**src/rtl/id_ex_stage_reg.sv**
```systemverilog
// ID/EX pipeline register: captures the decode control bundle, operands, immediate,
// destination and PC for the EX stage, with hold, flush, valid tag and a saturating bubble counter.
module id_ex_stage_reg #(
   parameter int DATA_W     = 8,
   parameter int REG_ADDR_W = 3,
   parameter int PC_W       = 10,
   parameter int CNT_W      = 16
) (
   input  logic                  clk,
   input  logic                  rst_n,
   input  logic                  writeEnable_in,
   input  logic                  memRead_in,
   input  logic                  memWrite_in,
   input  logic                  branch_in,
   input  logic                  ALUSrc_in,
   input  logic                  MemToReg_in,
   input  logic [2:0]            OP_in,
   input  logic                  id_valid,
   input  logic [DATA_W-1:0]     rd1_in,
   input  logic [DATA_W-1:0]     rd2_in,
   input  logic [DATA_W-1:0]     imm_in,
   input  logic [REG_ADDR_W-1:0] dst_in,
   input  logic [PC_W-1:0]       pc_in,
   input  logic                  hold,
   input  logic                  flush,
   output logic                  writeEnable,
   output logic                  memRead,
   output logic                  memWrite,
   output logic                  branch,
   output logic                  ALUSrc,
   output logic                  MemToReg,
   output logic [2:0]            OP,
   output logic                  ex_valid,
   output logic [DATA_W-1:0]     rd1,
   output logic [DATA_W-1:0]     rd2,
   output logic [DATA_W-1:0]     imm,
   output logic [REG_ADDR_W-1:0] dst,
   output logic [PC_W-1:0]       pc,
   output logic [CNT_W-1:0]      bubble_count
);

   localparam logic [CNT_W-1:0] CNT_MAX = {CNT_W{1'b1}};
   localparam logic [CNT_W-1:0] CNT_ONE = {{(CNT_W-1){1'b0}}, 1'b1};

   logic             bubble;
   logic [CNT_W-1:0] count_next;

   // A bubble enters EX on any flush, or on a load edge carrying no real instruction.
   always_comb begin
      bubble     = 1'b0;
      count_next = bubble_count;
      if (flush) begin
         bubble = 1'b1;
      end else if (!hold && !id_valid) begin
         bubble = 1'b1;
      end else begin
         bubble = 1'b0;
      end
      if (bubble && (bubble_count != CNT_MAX)) begin
         count_next = bubble_count + CNT_ONE;
      end else begin
         count_next = bubble_count;
      end
   end

   // Pipeline register with priority flush > hold > load; control is not re-gated by id_valid.
   always_ff @(posedge clk or negedge rst_n) begin
      if (!rst_n) begin
         writeEnable <= 1'b0;
         memRead     <= 1'b0;
         memWrite    <= 1'b0;
         branch      <= 1'b0;
         ALUSrc      <= 1'b0;
         MemToReg    <= 1'b0;
         OP          <= 3'b000;
         ex_valid    <= 1'b0;
         rd1         <= {DATA_W{1'b0}};
         rd2         <= {DATA_W{1'b0}};
         imm         <= {DATA_W{1'b0}};
         dst         <= {REG_ADDR_W{1'b0}};
         pc          <= {PC_W{1'b0}};
      end else if (flush) begin
         writeEnable <= 1'b0;
         memRead     <= 1'b0;
         memWrite    <= 1'b0;
         branch      <= 1'b0;
         ALUSrc      <= 1'b0;
         MemToReg    <= 1'b0;
         OP          <= 3'b000;
         ex_valid    <= 1'b0;
         rd1         <= {DATA_W{1'b0}};
         rd2         <= {DATA_W{1'b0}};
         imm         <= {DATA_W{1'b0}};
         dst         <= {REG_ADDR_W{1'b0}};
         pc          <= {PC_W{1'b0}};
      end else if (hold) begin
         writeEnable <= writeEnable;
         memRead     <= memRead;
         memWrite    <= memWrite;
         branch      <= branch;
         ALUSrc      <= ALUSrc;
         MemToReg    <= MemToReg;
         OP          <= OP;
         ex_valid    <= ex_valid;
         rd1         <= rd1;
         rd2         <= rd2;
         imm         <= imm;
         dst         <= dst;
         pc          <= pc;
      end else begin
         writeEnable <= writeEnable_in;
         memRead     <= memRead_in;
         memWrite    <= memWrite_in;
         branch      <= branch_in;
         ALUSrc      <= ALUSrc_in;
         MemToReg    <= MemToReg_in;
         OP          <= OP_in;
         ex_valid    <= id_valid;
         rd1         <= rd1_in;
         rd2         <= rd2_in;
         imm         <= imm_in;
         dst         <= dst_in;
         pc          <= pc_in;
      end
   end

   // Saturating bubble counter.
   always_ff @(posedge clk or negedge rst_n) begin
      if (!rst_n) begin
         bubble_count <= {CNT_W{1'b0}};
      end else begin
         bubble_count <= count_next;
      end
   end

endmodule

```
**config.mk**
```make
export PLATFORM = sky130hd
export DESIGN_NAME = id_ex_stage_reg
export DESIGN_NICKNAME = d
export VERILOG_FILES = /design/src/rtl/id_ex_stage_reg.sv
export SDC_FILE = /design/constraint.sdc
export NUM_CORES = 1
export LEC_CHECK = 0
export CORE_MARGIN = 4
export CORE_UTILIZATION = 35
export CTS_BUF_LIST = sky130_fd_sc_hd__clkbuf_2
export DETAILED_ROUTE_END_ITERATION = 8
export GPL_ROUTABILITY_DRIVEN = 1
export HOLD_SLACK_MARGIN = 0.08
export PLACE_DENSITY_LB_ADDON = 0.08
export RECOVER_POWER = 25
export SYNTH_ARGS = -nofsm -noshare
export SYNTH_HDL_FRONTEND = slang
export SYNTH_SLANG_ARGS = --single-unit
```
**constraint.sdc**
```tcl
create_clock -name clk -period 4.8 [get_ports clk]
set_input_delay 0.48 -clock clk [delete_from_list [all_inputs] [get_ports clk]]
set_output_delay 0.48 -clock clk [all_outputs]
set_load 0.01 [all_outputs]
```
== Word level (Yosys, flattened, before mapping) ==
Cells that the tools add are included.

* Register bits: 63
* Bits in latches: 0
* RAM bits: 0
* ROM bits: 0
* Output and inout port bits: 63
* Logic and storage cells: 49
* Memories: 0

* Add/subtract/negate cells: 1
* Multipliers: 0
* Divide/modulo/power cells: 0
* $lt $le $gt $ge: 0
* Equality and inequality tests: 2
* Shift-type cells: 0
* Multiplexer cells: 28
* Bitwise gates (word level): 0
* Reduce and logical (&&, ||, !) cells: 4

{| class="wikitable"
|+ Operators by type and width
! cell !! number
|-
| 8-bit 2-to-1 mux || 6
|-
| 10-bit 2-to-1 mux || 2
|-
| 16-bit by 1-bit adder with 16-bit output, second input constant || 1
|-
| 1-bit 2-to-1 mux || 16
|-
| 16-bit != test, second input constant || 1
|-
| 3-bit 2-to-1 mux || 4
|-
| 1-bit logical AND || 2
|-
| 1-bit zero test || 2
|-
| 2-bit by 1-bit != test with 1-bit output, second input constant || 1
|}

== Longest topological paths before layout ==
Gate-level depths: netlist of run 1.

* Depth in word-level cells: 5
* Mapped depth: 5

== Worst setup path after synthesis of run 1 ==
Ideal clock, no wire load.

* Path kind: flip-flop to flip-flop
* From: register bubble_count[0]
* To: register bubble_count[6]
* Library setup time: 0.132 ns
* Arrival time: 1.660 ns
* Path slack: 3.008 ns
* Cell stages (with the launch flop): 6
* Path through: dfrtp_1 -> ha_1 -> nand4_2 -> o41ai_4 -> nor3_1 -> xor2_1

* Cells in the longest elaborated chain, start to end: 2

{| class="wikitable"
|+ Ends and longest elaborated chain
! item !! line !! text
|-
| from (decl) || 39 || <nowiki>output logic [CNT_W-1:0] bubble_count</nowiki>
|-
| from (signal assigned) || 130 || <nowiki>bubble_count <= {CNT_W{1'b0}};</nowiki>
|-
| from (signal assigned) || 132 || <nowiki>bubble_count <= count_next;</nowiki>
|-
| branches (longest 2 deep; another with 16-bit by 1-bit adder with 16-bit output) || - ||
|}

Several ways; the timed one is not identified.
A chain may end at the register's enable or synchronous reset.

== Worst setup path after layout of run 1 ==
* From: register bubble_count[6]
* To: output port bubble_count[6]

No word-level cell between the ends.

==> metrics.cfg, run 1 <==
[clock_network]
cts_inserted_buffers = 9
postCtsResizedCells = 0
clock_tree.buffer_depth = 2
clock_net_sink_count = 63
cts_hold_buf = 0
ctsHtreeMaxLevel = 3
clk-insertion-delay-late_ns = 0.44
cts.repair_timing.setup_buffer_count = 0
tritoncts_clock_tree = built
clk_root_buffer_cell = sky130_fd_sc_hd__clkbuf_2
cts.reportedPaths.clkPinSlew_ns = 0.17

[floorplan]
die_w_um = 96.4
die_height_um = 96.4
floorplan.initialDensity = 0.369
floorplan.die_area_um2 = 9290
placementRows = 31
fp.coreArea_um2 = 7410
io-pin-count = 114

[detailed_routing]
initialDrtViolationCount = 51
vias = 2051
drt_drc_violations_left = 0
number_of_iterations_in_the_first_detailed_routing_pass = 4
wl_mm = 6.48
wl_met2_mm = 2.74
wire_per_inst_um = 14.6
ant_nets = 0
dr.max_layer_used = met4
routed-wl-met3_um = 642
wl_met1_mm = 3.03
drt-vias-per-instance = 4.63

[synth]
ys_ff_latch = 63
syn_nets = 277
synthesis.area_per_instance_um2 = 12.2
synth_area_leaders = sky130_fd_sc_hd__dfrtp_1, sky130_fd_sc_hd__mux2i_1, sky130_fd_sc_hd__nor2_1
post-synth-top-area-fraction = 0.577
synth_cells = 225
ys.warnings.count = 0
most_repeated_cell_in_the_gate_level_netlist_after_synthesis = sky130_fd_sc_hd__dfrtp_1
synth_async_sr_flop_share = 1.00
ys.flop_type = sky130_fd_sc_hd__dfrtp_1
synth_common_cells = sky130_fd_sc_hd__dfrtp_1, sky130_fd_sc_hd__nor2_1, sky130_fd_sc_hd__mux2i_1, sky130_fd_sc_hd__nand2_1, sky130_fd_sc_hd__xnor2_1
synth_top_area_cell = sky130_fd_sc_hd__dfrtp_1
number_of_unique_standard_cell_types_used_by_synthesis = 30
synth-edff-count = 0
synth.yosys.seq_area_share = 0.577
area_of_the_mapped_netlist_um2 = 2730

[worst_setup_path]
crit-reg2reg-launch = bubble_count[0]
timing.critical_path.required_ns = 4.32
timing.setup.critical_path_class = flop to primary output
cpPeakStageDelay_ns = 0.59
critPathSlowestCell = sky130_fd_sc_hd__clkdlybuf4s50_1
setup_crit_start = bubble_count[6]
path_max_fanout = 4
worst_ep_arrival_time_ns = 1.50
cp-start-kind = flop
cp_top_family = buffers and inverters
worst_path_cell_chain = clkdlybuf4s50_1
timing.critical_path.to_type = primary output
count_of_buffer_and_inverter_cells_on_the_critical_path = 1

[pwr]
clkPwrFrac = 0.233
p_comb_frac = 0.250
share_seq_of_total_power = 0.517
power.net_switching_mw = 0.374
peakVddDrop_uv = 220
netSwitchingFraction = 0.296
power.leakage_nw = 1.85
cellPowerDensity_nw_per_um2 = 313
internal-power_mw = 0.890

[timing]
worst_path_setup_slack_after_routing_ns = 2.82
hold_viol_final = 0
period_share = 0.413
worst_clock_skew_on_the_final_layout_ns = 0.00959
fin_tns_setup_ns = 0
unrepaired_setup_endpoints_after_global_routing = no
setup_violations = 0
worst_max_slew_pin_slew_ns = 0.854
worst_slew_margin_rel = 0.431
whs_ns = 0.167
timing.final.max_slew_violations = 0
fmaxAchievable_ghz = 0.505
finalCriticalPeriod_ns = 1.98

[run_status]
outcome = finished clean

[global_route]
wire_length_of_the_first_global_routing_pass_mm = 10.4
grt_pass1_vias = 2081
overflow = 0
antenna_found_initial = 0
globalRouteTotalUtil = 0.147
grt_max_degree = 64

[placement]
hpwl_mm = 4.50
globalplace.congestion = 0.742
io_buffer_count = 113
placement.setup.worst_slack_ns = 2.38

[finish]
final_layout_size_suffix_gt1_frac = 0.0843
area_delta_synth_final_pct = 47.7
number_of_diodes = 0
nets = 392

[job]
max-cap-violations = 0

[hold_path]
min-delay-path-class = primary input to async pin

[cell usage in the layout (no fill, tap or decap)]
cell type / netlist / routed
sky130_fd_sc_hd__inv_1: 4 / 4
sky130_fd_sc_hd__nor2_1: 48 / 48
sky130_fd_sc_hd__nor4b_2: 1 / 1
sky130_fd_sc_hd__clkbuf_2: 0 / 10
sky130_fd_sc_hd__ha_1: 1 / 1
sky130_fd_sc_hd__nand4_1: 4 / 4
sky130_fd_sc_hd__clkinv_1: 0 / 2
sky130_fd_sc_hd__bufinv_16: 0 / 1
sky130_fd_sc_hd__nand4_2: 1 / 1
sky130_fd_sc_hd__nand2_1: 7 / 7
sky130_fd_sc_hd__o41ai_4: 2 / 2
sky130_fd_sc_hd__nor3b_2: 1 / 1
sky130_fd_sc_hd__buf_4: 1 / 2
sky130_fd_sc_hd__a21boi_1: 1 / 1
sky130_fd_sc_hd__dfrtp_1: 63 / 63
sky130_fd_sc_hd__nand3_4: 1 / 1
sky130_fd_sc_hd__nor4_2: 2 / 2
sky130_fd_sc_hd__clkinv_2: 0 / 1
sky130_fd_sc_hd__a21oi_1: 1 / 1
sky130_fd_sc_hd__nor3_1: 6 / 6
sky130_fd_sc_hd__mux2i_1: 47 / 47
sky130_fd_sc_hd__o21bai_1: 2 / 2
sky130_fd_sc_hd__and2_1: 1 / 1
sky130_fd_sc_hd__o21ba_1: 1 / 1
sky130_fd_sc_hd__buf_2: 4 / 3
sky130_fd_sc_hd__xnor2_1: 7 / 7
sky130_fd_sc_hd__nand3_1: 3 / 3
sky130_fd_sc_hd__nand3b_1: 1 / 1
sky130_fd_sc_hd__or2_2: 1 / 1
sky130_fd_sc_hd__o41a_2: 1 / 1
sky130_fd_sc_hd__or4_4: 1 / 1
sky130_fd_sc_hd__clkdlybuf4s50_1: 0 / 110
sky130_fd_sc_hd__clkinvlp_4: 0 / 1
sky130_fd_sc_hd__xor2_1: 6 / 6
[kinds of logic after synthesis]
logic type / share of synthesized area
flip-flops: 0.577
buffers and inverters: 0.0238
AND/OR/NAND/NOR: 0.143
multiplexers: 0.172
XOR/XNOR: 0.0416
AO/OA/AOI/OAI: 0.0384
adder cells (fa/ha/maj): 0.00458
[layout make-up]
class	count	area [um2]
clock buffer	10	50.0
clock inverter	5	50.0
fill	666	3370
inverter	4	15.0
multi-input combinational	147	1090
sequential	63	1580
tap	99	124
timing repair buffer	115	1130
[final timing paths]
path | endpoint | slack (ns) | cells past startpoint
worst max-delay path | bubble_count[6] | 2.82 | 1
worst min-delay path | imm[7] | 0.17 | 2
worst max register to register | bubble_count[7] | 2.85 | 5
worst min register to register | bubble_count[15] | 0.53 | 1
max in group asynchronous | memWrite | 4.10 | 2
min in group clk | bubble_count[15] | 0.53 | 1
[sequential cells by signal (all words and copies together), names as in the netlist, 3 cells and up]
name / flops
imm: 8
dst: 3
OP: 3
bubble_count: 16
rd1: 8
pc: 10
rd2: 8
[power by group through the flow]
| stage | combinational (mW) | clock [mW] | sequential (mW) |
|---|---|---|---|
| 6_report | 0.317 | 0.294 | 0.653 |
| 5_1_grt | 0.347 | 0.335 | 0.663 |
| 4_1_cts | 0.324 | 0.312 | 0.653 |
| 3_5_place_dp | 0.321 | 0 | 0.662 |
| 3_3_place_gp | 0.318 | 0 | 0.663 |
| 2_1_floorplan | 0.111 | 0 | 0.680 |
[metrics by stage]
| stage | power [mW] | cell area (um2) | utilization | cells |
|---|---|---|---|---|
| 2_1_floorplan | 0.791 | 2730 | - | 225 |
| 3_3_place_gp | 0.981 | 3940 | 0.532 | 428 |
| 3_5_place_dp | 0.983 | 3940 | 0.532 | 428 |
| 4_1_cts | 1.29 | 4040 | 0.545 | 443 |
| 5_1_grt | 1.35 | 4040 | 0.545 | 443 |
| 6_report | 1.26 | 4040 | 0.545 | 443 |
[per-layer routing]
metal,GRT usage,vias to the layer above
li1,-,992
met1,0.206,966
met2,0.207,85
met3,0.0465,8
met4,0.0631,0
met5,0,-
Note: power is estimated with default switching activity, not from simulation.
==> run 2, diff against run 1 <==
==> constraint.sdc (replaced) <==
create_clock -name clk -period 1.9 [get_ports clk]
set_input_delay 0.19 -clock clk [delete_from_list [all_inputs] [get_ports clk]]
set_output_delay 0.19 -clock clk [all_outputs]
set_load 0.01 [all_outputs]
==> run 2 against run 1 <==
  * The flow now finishes with violations (max-capacitance violations, max-slew violations)
  * Die area stayed put
  * Hold slack better by 0.0091 ns
  * Design area is 2.5% higher
  * Combinational power grew to 2.8 times the previous value
  * Total power grew to 2.6 times the previous value
  * Clock-buffer cell count is 1 higher
  * Routed wire length is 3.5% higher
  * Clock power grew to 2.6 times the previous value
  * Final cell count is 2.3% higher
  * Sequential share of layout area is 0.94 points lower
  * Sequential power grew to 2.5 times the previous value
  * Sequential cell count stayed put
  * Critical endpoint is now bubble_count[2]
  * Highest routed layer unchanged
==> metrics.cfg, run 2 (synthesis results as in run 1) <==
[run_status]
outcome = finished with violations
failed_checks = max-capacitance violations, max-slew violations

[worst_setup_path]
timing.setup.critical_path_class = flop to primary output
count_of_buffer_and_inverter_cells_on_the_critical_path = 1  ; unchanged
worst_path_cell_chain = clkdlybuf4s50_1
cpPeakStageDelay_ns = 0.59  ; about the same
path_max_fanout = 6  ; +2
worst_r2r_path_depth = 5  ; unchanged
cp-start-kind = flop
cp_top_family = buffers and inverters
worst_ep_arrival_time_ns = 1.55  ; +0.05 ns
critPathSlowestCell = sky130_fd_sc_hd__clkdlybuf4s50_1
timing.critical_path.required_ns = 1.71  ; -2.61 ns
timing.critical_path.to_type = primary output
path_depth = 1  ; unchanged

[timing]
unrepaired_setup_endpoints_after_global_routing = no
fin_tns_setup_ns = 0  ; unchanged
fmaxAchievable_ghz = 0.576
setup_violations = 0  ; unchanged
worst_slew_margin_rel = -0.0448  ; -0.475
period_share = 0.914
worst_clock_skew_on_the_final_layout_ns = 0.00546  ; -0.00413 ns
whs_ns = 0.176  ; +0.00911 ns
hold_viol_final = 0  ; unchanged
timing.final.max_slew_violations = 28  ; +28
finalCriticalPeriod_ns = 1.74
worst_max_slew_pin_slew_ns = 1.57  ; +0.713 ns

[placement]
placed_cells = 435  ; +1.6%
globalplace.congestion = 0.752  ; +1.4%
hpwl_mm = 4.77  ; +6.1%
io_buffer_count = 113  ; unchanged

[hold_path]
min-delay-path-class = primary input to flop
whs_path_depth = 3

[pwr]
power.leakage_nw = 1.90  ; +2.6%
peakVddDrop_uv = 731  ; +230%
design_power_total_mw = 3.28  ; +160%
cellPowerDensity_nw_per_um2 = 792  ; +150%

[clock_network]
clk-insertion-delay-late_ns = 0.45  ; about the same
tritoncts_clock_tree = built
cts_inserted_buffers = 9  ; unchanged
clk_root_buffer_cell = sky130_fd_sc_hd__clkbuf_2
ctsHtreeMaxLevel = 3  ; unchanged
clock_tree.buffer_depth = 2  ; unchanged
cts.reportedPaths.clkPinSlew_ns = 0.16  ; about the same
clock_net_sink_count = 63  ; unchanged

[finish]
finish.utilization = 0.559  ; +0.0135
layout.cells.most_common_list = sky130_fd_sc_hd__clkdlybuf4s50_1, sky130_fd_sc_hd__dfrtp_1, sky130_fd_sc_hd__nor2_1
largest_register = bubble_count
area_delta_synth_final_pct = 51.4
num-fill-cells = 676  ; +1.5%
final_layout_size_suffix_gt1_frac = 0.105  ; +0.0202
layout.cells.most_common = sky130_fd_sc_hd__clkdlybuf4s50_1
final-instance-count-excl-fill = 453  ; +2.3%
number_of_diodes = 0  ; unchanged
layout_top_registers = bubble_count: 16 flops, pc: 10 flops
largest_register_ff_count = 16  ; unchanged
nets = 401  ; +2.3%

[detailed_routing]
number_of_iterations_in_the_first_detailed_routing_pass = 4  ; unchanged
ant_nets = 0  ; unchanged
vias = 2089  ; +1.9%
initialDrtViolationCount = 93  ; +82%
drt-vias-per-instance = 4.61  ; -0.40%
drt_drc_violations_left = 0  ; unchanged
wire_per_inst_um = 14.8  ; +1.2%
wl_mm = 6.70  ; +3.5%

[job]
max-cap-violations = 1  ; +1

[global_route]
globalRouteTotalUtil = 0.151  ; +0.00418
grt_max_degree = 48  ; -25%
antenna_found_initial = 0  ; unchanged
overflow = 0  ; unchanged
grt_pass1_vias = 2200  ; +5.7%
wire_length_of_the_first_global_routing_pass_mm = 10.7  ; +3.2%

[floorplan]
floorplan.die_area_um2 = 9290  ; unchanged
io-pin-count = 114  ; unchanged
die_w_um = 96.4  ; unchanged
placementRows = 31  ; unchanged
die_height_um = 96.4  ; unchanged
floorplan.initialDensity = 0.369  ; unchanged
fp.coreArea_um2 = 7410  ; unchanged

[run 2: cell types whose count changed in the layout (fill, tap and decap cells not counted)]
cell	change
sky130_fd_sc_hd__clkinv_1	-1
sky130_fd_sc_hd__nand4_2	-1
sky130_fd_sc_hd__buf_2	-2
sky130_fd_sc_hd__nor3_1	-1
sky130_fd_sc_hd__clkbuf_2	+1
sky130_fd_sc_hd__nor3_2	+1
sky130_fd_sc_hd__clkinvlp_4	-1
sky130_fd_sc_hd__clkinv_2	+2
sky130_fd_sc_hd__buf_12	+1
sky130_fd_sc_hd__dlygate4sd3_1	+2
sky130_fd_sc_hd__nand4_4	+1
sky130_fd_sc_hd__clkbuf_1	+2
sky130_fd_sc_hd__buf_4	+6
[run 2: final cells by class]
| cell class | instances | area (um2) | area share |
|---|---|---|---|
| Sequential cell | 63 | 1580 | 0.381 |
| Timing Repair Buffer | 124 | 1210 | 0.293 |
| Multi-Input combinational cell | 147 | 1110 | 0.267 |
| Tap cell | 99 | 124 | 0.0299 |
| Clock buffer | 11 | 55.1 | 0.0133 |
| Clock inverter | 5 | 48.8 | 0.0118 |
| Inverter | 4 | 15.0 | 0.00363 |
[run 2: per-layer routing]
layer,GRT usage,vias to the layer above,wire (um),part of all wire
li1,-,1013,-,-
met1,0.206,990,3090,0.46
met2,0.222,79,2910,0.43
met3,0.0465,7,629,0.094
met4,0.0631,0,77,0.011
met5,0,-,0,0
[run 2: final timing paths]
check	start	endpoint	slack, ns
hold reg to reg	bubble_count[15]	bubble_count[15]	0.52
hold / removal	hold	ex_valid	0.18
setup reg to reg	bubble_count[0]	bubble_count[6]	0.19
min in group asynchronous	rst_n	rd1[2]	0.64
setup / recovery	bubble_count[2]	bubble_count[2]	0.16
max in group asynchronous	rst_n	bubble_count[14]	0.36
[run 2: timing repair]
item / in CTS / in global routing
setup endpoints to repair: 0 / 7
setup buffers: 0 / 0
hold endpoints to repair: 28 / 0
hold buffers: 2 / 0
resized for setup: 0 / 2
[run 2: stage by stage]
| step | cell area, um2 | setup slack, ns |
|---|---|---|
| finish | 4140 | 0.164 |
| global placement | 4000 | 0.140 |
| global route | 4140 | 0.0513 |
| detailed placement | 4000 | 0.122 |
| floorplan | 2730 | 0.108 |
| CTS | 4130 | 0.0842 |
[run 2: power by group]
group	internal (mW)	switching (mW)
registers	1.48	0.154
logic	0.510	0.362
clock network	0.306	0.465
total	2.30	0.981
